File: config.mk
export PLATFORM = sky130hd
export DESIGN_NAME = hms_clock_cfg
export DESIGN_NICKNAME = d
export VERILOG_FILES = /design/src/rtl/hms_pkg.sv /design/src/rtl/mod_counter.sv /design/src/rtl/hms_clock_cfg.sv
export SDC_FILE = /design/constraint.sdc
export NUM_CORES = 1
export LEC_CHECK = 0
export CAP_MARGIN = 20
export CORE_MARGIN = 5
export CORE_UTILIZATION = 25
export CTS_CLUSTER_SIZE = 28
export DETAILED_ROUTE_END_ITERATION = 10
export PLACE_DENSITY = 0.54
export SLEW_MARGIN = 30
export SYNTH_ARGS = -nofsm -noshare
export SYNTH_HDL_FRONTEND = slang
export SYNTH_SLANG_ARGS = --single-unit
File: constraint.sdc
create_clock -name clk -period 1.92 [get_ports clk]
set_input_delay 0.288 -clock clk [delete_from_list [all_inputs] [get_ports clk]]
set_output_delay 0.288 -clock clk [all_outputs]
set_load 0.01 [all_outputs]
File: src/rtl/hms_pkg.sv
// Shared limits, field widths and the 12-hour display helper for the hms timekeeper.
package hms_pkg;

    localparam int unsigned SEC_MAX  = 59;
    localparam int unsigned MIN_MAX  = 59;
    localparam int unsigned HOUR_MAX = 23;

    localparam int unsigned SEC_W  = 6;
    localparam int unsigned MIN_W  = 6;
    localparam int unsigned HOUR_W = 5;

    // 0 -> 12, 13..23 -> 1..11, 1..12 unchanged
    function automatic logic [HOUR_W-1:0] to_12h(input logic [HOUR_W-1:0] h);
        if (h == '0)
            return HOUR_W'(12);
        if (h > HOUR_W'(12))
            return h - HOUR_W'(12);
        return h;
    endfunction

endpackage

File: src/rtl/mod_counter.sv
// Modulo-(MAX+1) counter with synchronous load; carry flags the enabled MAX -> 0 step.
module mod_counter #(
    parameter int unsigned W   = 6,
    parameter int unsigned MAX = 59
) (
    input  logic         clk,
    input  logic         async_rst,
    input  logic         en,
    input  logic         load,
    input  logic [W-1:0] load_val,
    output logic [W-1:0] q,
    output logic         carry
);

    logic [W-1:0] q_q, q_d;
    logic         at_max;

    assign at_max = (q_q == W'(MAX));
    assign carry  = at_max & en;
    assign q      = q_q;

    always_comb begin
        q_d = q_q;
        if (load)
            q_d = load_val;
        else if (en)
            q_d = at_max ? '0 : q_q + 1'b1;
    end

    always_ff @(posedge clk or posedge async_rst) begin
        if (async_rst)
            q_q <= '0;
        else
            q_q <= q_d;
    end

endmodule

File: src/rtl/hms_clock_cfg.sv
// Hours/minutes/seconds timekeeper: prescaled second tick, validated time set,
// alarm compare and 12/24-hour display mapping of a 24-hour internal time.
module hms_clock_cfg
    import hms_pkg::*;
#(
    parameter int unsigned CLK_DIV = 1
) (
    input  logic        clk,
    input  logic        async_rst,
    input  logic        run,
    input  logic        mode_24,
    input  logic        set_valid,
    input  logic [4:0]  set_hours,
    input  logic [5:0]  set_minutes,
    input  logic [5:0]  set_seconds,
    input  logic        alarm_en,
    input  logic [4:0]  alarm_hours,
    input  logic [5:0]  alarm_minutes,
    output logic [4:0]  hours,
    output logic [5:0]  minutes,
    output logic [5:0]  seconds,
    output logic        pm,
    output logic        sec_tick,
    output logic        day_wrap,
    output logic        set_err,
    output logic        alarm_hit
);

    localparam int unsigned       PRE_W    = $clog2(CLK_DIV) + 1;
    localparam logic [PRE_W-1:0]  PRE_LAST = PRE_W'(CLK_DIV - 1);

    logic [PRE_W-1:0]  pre_q, pre_d;
    logic              sec_tick_q, sec_tick_d;
    logic              day_wrap_q, day_wrap_d;
    logic              set_err_q, set_err_d;
    logic              alarm_hit_q, alarm_hit_d;

    logic [SEC_W-1:0]  sec_q;
    logic [MIN_W-1:0]  min_q, next_min;
    logic [HOUR_W-1:0] hour_q, next_hour;
    logic              sec_carry, min_carry, hour_carry;
    logic              set_ok, tick, adv;

    assign set_ok = set_valid
                  && (set_hours   <= HOUR_W'(HOUR_MAX))
                  && (set_minutes <= MIN_W'(MIN_MAX))
                  && (set_seconds <= SEC_W'(SEC_MAX));
    assign tick = run && (pre_q == PRE_LAST);
    // A valid load swallows a coincident tick
    assign adv  = tick && !set_ok;

    mod_counter #(.W(SEC_W), .MAX(SEC_MAX)) u_sec (
        .clk(clk), .async_rst(async_rst), .en(adv), .load(set_ok),
        .load_val(set_seconds), .q(sec_q), .carry(sec_carry)
    );

    mod_counter #(.W(MIN_W), .MAX(MIN_MAX)) u_min (
        .clk(clk), .async_rst(async_rst), .en(sec_carry), .load(set_ok),
        .load_val(set_minutes), .q(min_q), .carry(min_carry)
    );

    mod_counter #(.W(HOUR_W), .MAX(HOUR_MAX)) u_hour (
        .clk(clk), .async_rst(async_rst), .en(min_carry), .load(set_ok),
        .load_val(set_hours), .q(hour_q), .carry(hour_carry)
    );

    // Alarm is only possible when seconds roll to 0, so compare the post-carry hh:mm
    assign next_min  = min_carry ? '0 : min_q + 1'b1;
    assign next_hour = hour_carry ? '0 : (min_carry ? hour_q + 1'b1 : hour_q);

    always_comb begin
        pre_d = pre_q;
        if (set_ok)
            pre_d = '0;
        else if (run)
            pre_d = tick ? '0 : pre_q + 1'b1;

        sec_tick_d  = adv;
        day_wrap_d  = hour_carry;
        set_err_d   = set_valid && !set_ok;
        alarm_hit_d = adv && alarm_en && sec_carry
                   && (next_hour == alarm_hours) && (next_min == alarm_minutes);
    end

    always_ff @(posedge clk or posedge async_rst) begin
        if (async_rst) begin
            pre_q       <= '0;
            sec_tick_q  <= 1'b0;
            day_wrap_q  <= 1'b0;
            set_err_q   <= 1'b0;
            alarm_hit_q <= 1'b0;
        end else begin
            pre_q       <= pre_d;
            sec_tick_q  <= sec_tick_d;
            day_wrap_q  <= day_wrap_d;
            set_err_q   <= set_err_d;
            alarm_hit_q <= alarm_hit_d;
        end
    end

    assign hours     = mode_24 ? hour_q : to_12h(hour_q);
    assign minutes   = min_q;
    assign seconds   = sec_q;
    assign pm        = (hour_q >= HOUR_W'(12));
    assign sec_tick  = sec_tick_q;
    assign day_wrap  = day_wrap_q;
    assign set_err   = set_err_q;
    assign alarm_hit = alarm_hit_q;

endmodule
==> run_results.csv, run 1 <==
group,metric,value,unit
timing,drv_slew,0,
cts,cts.sinks,22,
drt,drc,0,
global_routing,antenna_found_initial,0,
drt,ant_nets,0,
drt,dr.pass1.iters,4,
synthesis,synth_edf_count,0,
setup_path,cp_data_arrival_time,2.22,ns
cts,clockRootBuffer,"clkbuf_8",
power_and_ir_drop,p_leak,0.00129,µW
setup_path,critPathTopFamily,"simple AND/OR/NAND/NOR gates",
finish,nets,372,
cts,cts_buffer_depth,2,
setup_path,worstSetupPathType,"input pin to register",
finish,drive_gt1_frac,0.367,
synthesis,ys_top_cells_by_area,"dfrtp_1, ha_1, nor2_1",
hold_path,hp-class,"input pin to asynchronous set/reset pin",
finish,post-route-cell-area,0.00313,mm²
die,io_pins,56,
synthesis,yosysSeqAreaShare,0.317,
placed_design,dp.final_hpwl,4.65,mm
synthesis,ys_types,53,
drt,drt_iter0_markers,81,
finish,antennaDiodeCount,0,
setup_path,worstSetupEndpointType,"register",
setup_path,rr_endpoint,"alarm_hit",
setup_path,startpoint_type,"input pin",
timing,setup_viol,2,
timing,hold_viol_final,0,
drt,wl,5.99,mm
die,die_h,93.4,µm
drt,routed_via_density,4.73,
synthesis,synth_top_cell_area_share,0.317,
die,die_w,93.4,µm
drt,num_vias,2017,
timing,period_needed,2.03,ns
setup_path,path_cells,"clkdlybuf4s50_1 -> nand4_1 -> and3_2 -> buf_4 -> o41ai_2 -> nand2_1 -> xor2_1 -> nor4_2",
timing,rsz0062_at_grt,"yes",
cts,clk_pin_slew,0.09,ns
timing,worstMarginPinSlew,0.447,ns
synthesis,synth.most_common_cell,"nor2_1",
flow_run,cap_violations,0,
die,die_area,0.00872,mm²
global_routing,overflow,0,
placed_design,io_buffer_count,55,
synthesis,synthArstFlopShare,1.00,
cts,cts-htree-levels,1,
drt,wire_per_inst,14.1,µm
timing,slew_headroom,0.701,
outcome,violations,"setup timing",
finish,final_cells,426,
timing,timing.final.crit_share,1.06,
synthesis,synthesis.area,0.00174,mm²
synthesis,syn_area_per_cell,8.01,µm²
global_routing,grt_pass1_wl,9.69,mm
global_routing,track_usage,0.137,
global_routing,grt_pass1_vias,2057,
setup_path,required,2.10,ns
cts,tritoncts,"built",
synthesis,yosysTopAreaCell,"dfrtp_1",
setup_path,slowest_delay,0.53,ns
placed_design,placed_area,0.00282,mm²
cts,cts_buffers,3,
global_routing,grt_max_degree,23,
die,initial_core_util,0.256,
setup_path,rr_worst_depth,8,
die,core,0.00679,mm²
timing,fin_ws,-0.112,ns
placed_design,dpl.cell_count,414,
synthesis,yosysWarnings,0,
timing,worst_clock_skew,0.00536,ns
outcome,status,"finished with violations",
power_and_ir_drop,peakVddDrop,0.304,mV
power_and_ir_drop,power.density,655,mW/mm²
synthesis,synth_seq_cells,22,
placed_design,place_congestion,0.840,
die,rows,30,
cts,insertion_delay,0.27,ns
setup_path,cp.buffers_inverters,2,
setup_path,r2r_slack,-0.09,ns
timing,clock.fmax,0.492,GHz
setup_path,slowest_stage,"clkdlybuf4s50_1",
synthesis,netlist_instances,217,
synthesis,synth_common_cells,"nor2_1, dfrtp_1, nand2_1",
synthesis,synth_flop_cell,"dfrtp_1",
setup_path,crit_fanout,5,
finish,syn_to_final_growth,80.1,%
synthesis,synth_fp_nets,258,
setup_path,r2r-start,"u_hour.q[2]",
## per-layer routing
metal  track usage  vias to the layer above  routed length [µm]
met5             0                        -                   0
li1              -                     1020                   -
met1         0.176                      931                2730
met2         0.234                       54                2920
met3        0.0209                       12                 225
met4        0.0427                        0                 110
## worst register-to-register path, stage by stage (launching register included)
cell	delay, ns
dfrtp_2	0.47
buf_4	0.16
ha_2	0.19
and3_4	0.17
or3_4	0.38
o2111ai_2	0.18
a21oi_2	0.09
o22ai_2	0.19
nor4_2	0.07
## where the power goes
group | total, µW | internal [µW] | switching (µW)
Combinational | 1010 | 536 | 470
Sequential | 598 | 530 | 67.9
Clock | 449 | 279 | 170
Total | 2050 | 1350 | 708
## final cells by class
class                           instances  area [µm²]
Clock inverter                          1        30.0
Multi-Input combinational cell        173        1300
Sequential cell                        22         557
Clock buffer                            3        41.3
Inverter                               10        40.0
Fill cell                             684        3660
Tap cell                               96         120
Timing Repair Buffer                  121        1040
## placed cells by master, fill, tap and decap left out, types with 3 or more instances in the layout
| cell | instances |
|---|---|
| nand2_1 | 20 |
| o21ai_0 | 15 |
| inv_2 | 3 |
| nor2_1 | 23 |
| nor4_4 | 3 |
| nor3_1 | 4 |
| a21oi_1 | 13 |
| clkdlybuf4s50_1 | 49 |
| mux2i_1 | 3 |
| dfrtp_2 | 5 |
| buf_2 | 3 |
| a31oi_1 | 6 |
| nand2b_1 | 3 |
| nand3_1 | 8 |
| xor2_1 | 3 |
| or3_4 | 3 |
| clkbuf_8 | 3 |
| inv_1 | 6 |
| buf_4 | 62 |
| xnor2_1 | 5 |
| nand4_1 | 4 |
| nor2b_1 | 3 |
| ha_4 | 4 |
| buf_6 | 3 |
| dfrtp_1 | 17 |
| or4_1 | 4 |
| and3_1 | 3 |
## state kept, by name (all words and copies together), names as in the netlist
signal,cells
day_wrap,1
u_sec.q,6
u_hour.q,5
set_err,1
u_min.q,6
alarm_hit,1
pre_q,1
sec_tick,1
## what timing repair did
| action | in CTS | in global routing |
|---|---|---|
| buffers inserted | 6 | 2 |
| gates resized for setup | 43 | 25 |
| pin swaps | 13 | 18 |
| hold buffers | 0 | 0 |
| setup endpoints to repair | 11 | 12 |
## how the worst max path moves through the flow
stage / from / endpoint / slack, ns / cells after the start
final: set_seconds[3] / alarm_hit / -0.11 / 8
after global routing: set_seconds[3] / alarm_hit / -0.20 / 8
after CTS: u_hour.q[2] / hours[2] / -0.08 / 7
after detailed placement: set_hours[3] / alarm_hit / -0.42 / 8
after global placement: set_valid / alarm_hit / -0.48 / 7
after floorplan: u_sec.q[0] / alarm_hit / -0.02 / 8
## metrics by stage
stage / TNS, ns / setup WS (ns) / hold WS, ns / power [µW] / util
after detailed placement: -2.96 / -0.415 / 0.527 / 1530 / 0.416
final: -0.134 / -0.112 / 0.357 / 2050 / 0.461
after global placement: -3.81 / -0.480 / 0.524 / 1530 / 0.416
after CTS: -0.152 / -0.0817 / 0.362 / 2040 / 0.451
after global routing: -0.509 / -0.204 / 0.395 / 2180 / 0.461
after floorplan: -0.0176 / -0.0176 / 0.277 / 1030 / -
## kinds of logic after synthesis
logic type / synth area share
adders and majority gates: 0.0504
muxes: 0.0237
DFF: 0.317
and+or+nand+nor: 0.299
xor gates and xnor gates: 0.0403
AOI/OAI and AO/OA: 0.212
buffers and inverters: 0.0590
(Power assumes the default switching activity.)
==> inputs of run 2 (changes only) <==
Settings changed: RECOVER_POWER from default to 50.
==> run 2 against run 1 <==
  * Largest power group unchanged
  * Via count is the same
  * Total power shrank 0.13%
  * Design area decreased by 0.12%
  * First-iteration DRC count stayed put
  * Sequential cell count unchanged
  * The flow still finishes with violations (setup timing)
  * Critical path type unchanged
  * Sequential share of layout area barely moved
  * Non-clock buffer count unchanged
  * Global-route usage unchanged
  * Die area did not move
  * Clock-buffer cell count is the same
  * Clock skew did not move
  * Critical path depth unchanged
==> run_results.csv, run 2 (synthesis gave the netlist of run 1 again) <==
group,metric,value,unit
finish,syn_to_final_growth,79.9,%
flow_run,cap_violations,0,
timing,setup_viol,2,
timing,clock.fmax,0.492,GHz
setup_path,worstSetupPathType,"input pin to register",
drt,routed_via_density,4.73,
finish,drive_gt1_frac,0.364,
power_and_ir_drop,p_leak,0.00129,µW
power_and_ir_drop,peakVddDrop,0.304,mV
setup_path,cp.buffers_inverters,2,
power_and_ir_drop,power.density,655,mW/mm²
cts,insertion_delay,0.27,ns
setup_path,crit_cells,8,
die,initial_core_util,0.256,
timing,hold_slack,0.538,ns
timing,fin_ws,-0.112,ns
cts,clockRootBuffer,"clkbuf_8",
die,core,0.00679,mm²
hold_path,hp-class,"register to register",
timing,period_needed,2.03,ns
timing,worstMarginPinSlew,1.35,ns
setup_path,worstSetupEndpointType,"register",
drt,wl,5.99,mm
setup_path,crit_fanout,5,
outcome,status,"finished with violations",
setup_path,r2r_slack,-0.09,ns
power_and_ir_drop,switching_share,0.345,
global_routing,track_usage,0.137,
cts,tritoncts,"built",
timing,worst_clock_skew,0.00536,ns
cts,cts-htree-levels,1,
setup_path,rr_endpoint,"alarm_hit",
cts,cts_buffer_depth,2,
finish,antennaDiodeCount,0,
cts,clk_pin_slew,0.09,ns
die,io_pins,56,
power_and_ir_drop,combPwrFrac,0.489,
global_routing,grt_pass1_wl,9.69,mm
finish,num-fill-cells,684,
drt,dr.pass1.iters,4,
global_routing,antenna_found_initial,0,
setup_path,crit_path_start,"set_seconds[3]",
die,die_w,93.4,µm
placed_design,dp_slack,-0.415,ns
setup_path,critPathTopFamily,"simple AND/OR/NAND/NOR gates",
finish,nets,372,
timing,timing.final.crit_share,1.06,
setup_path,startpoint_type,"input pin",
timing,rsz0062_at_grt,"yes",
cts,cts_buffers,3,
global_routing,grt_pass1_vias,2057,
drt,wire_per_inst,14.1,µm
power_and_ir_drop,pwr-share-seq,0.292,
setup_path,rr_worst_depth,8,
drt,drc,0,
global_routing,overflow,0,
die,die_area,0.00872,mm²
finish,layout_commonest_cell,"buf_4",
placed_design,place_congestion,0.840,
outcome,violations,"setup timing",
drt,drt_iter0_markers,81,
timing,drv_slew,0,
placed_design,io_buffer_count,55,
global_routing,grt_max_degree,23,
finish,final_cell_mix,"buf_4, clkdlybuf4s50_1, nor2_1, nand2_1, dfrtp_1",
die,die_h,93.4,µm
setup_path,path_cells,"clkdlybuf4s50_1 -> nand4_1 -> and3_2 -> buf_4 -> o41ai_2 -> nand2_1 -> xor2_1 -> nor4_2",
setup_path,slowest_delay,0.53,ns
power_and_ir_drop,p_clk_frac,0.219,
timing,hold_viol_final,0,
die,rows,30,
timing,slew_headroom,0.103,
drt,num_vias,2017,
setup_path,cp_data_arrival_time,2.22,ns
setup_path,required,2.10,ns
power_and_ir_drop,p_sw,708,µW
power_and_ir_drop,p_int,1340,µW
setup_path,r2r-start,"u_hour.q[2]",
drt,ant_nets,0,
setup_path,slowest_stage,"clkdlybuf4s50_1",
cts,cts.sinks,22,
setup_path,crit_end,"alarm_hit",
placed_design,dp.final_hpwl,4.65,mm
## run 2: changes by cell type in the layout (fill, tap and decap cells not counted), sizes merged
cell	previous run	this run
clkdlybuf4s50	49	44
dlygate4sd3	0	5
buf	69	68
clkbuf	5	6
## run 2: routing by layer
| metal | wire length, µm | track usage | up-vias |
|---|---|---|---|
| met5 | 0 | 0 | - |
| met4 | 110 | 0.0427 | 0 |
| met3 | 225 | 0.0209 | 12 |
| met2 | 2920 | 0.234 | 54 |
| met1 | 2730 | 0.176 | 931 |
| li1 | - | - | 1020 |
## run 2: timing repair
action,CTS,global route
setup buffers,6,2
endpoints found under the setup margin,11,12
pin swaps,13,18
resized for setup,43,25
hold buffers,0,0
## run 2: power groups by stage
stage / sequential, µW / clock [µW] / combinational, µW
3_3_place_gp: 598 / 0 / 932
3_5_place_dp: 598 / 0 / 936
2_1_floorplan: 637 / 0 / 397
6_report: 598 / 449 / 1000
4_1_cts: 591 / 457 / 988
5_1_grt: 608 / 474 / 1100
## run 2: layout make-up
type / count / area (µm²) / area share
multi-input combinational: 173 / 1300 / 0.415
tap: 96 / 120 / 0.0384
sequential: 22 / 557 / 0.178
timing repair buffer: 121 / 1040 / 0.333
clock buffer: 3 / 41.3 / 0.0132
inverter: 10 / 40.0 / 0.0128
clock inverter: 1 / 30.0 / 0.00960
## run 2: worst min-delay path by stage
stage                    from          to  slack (ns)  cells after the start
global placement        pre_q       pre_q        0.52                      1
CTS                 async_rst  u_sec.q[4]        0.36                      3
global route            pre_q       pre_q        0.56                      1
detailed placement      pre_q       pre_q        0.53                      1
floorplan           async_rst   alarm_hit        0.28                      1
finish                  pre_q       pre_q        0.54                      1
## run 2: through the flow
| step | instances | instance area [µm²] | power (µW) | util | TNS, ns |
|---|---|---|---|---|---|
| floorplan | 217 | 1770 | 1030 | - | -0.0176 |
| global placement | 414 | 2820 | 1530 | 0.416 | -3.81 |
| detailed placement | 414 | 2820 | 1530 | 0.416 | -2.96 |
| CTS | 424 | 3060 | 2040 | 0.451 | -0.152 |
| global route | 426 | 3130 | 2180 | 0.461 | -1.59 |
| finish | 426 | 3130 | 2050 | 0.461 | -0.134 |
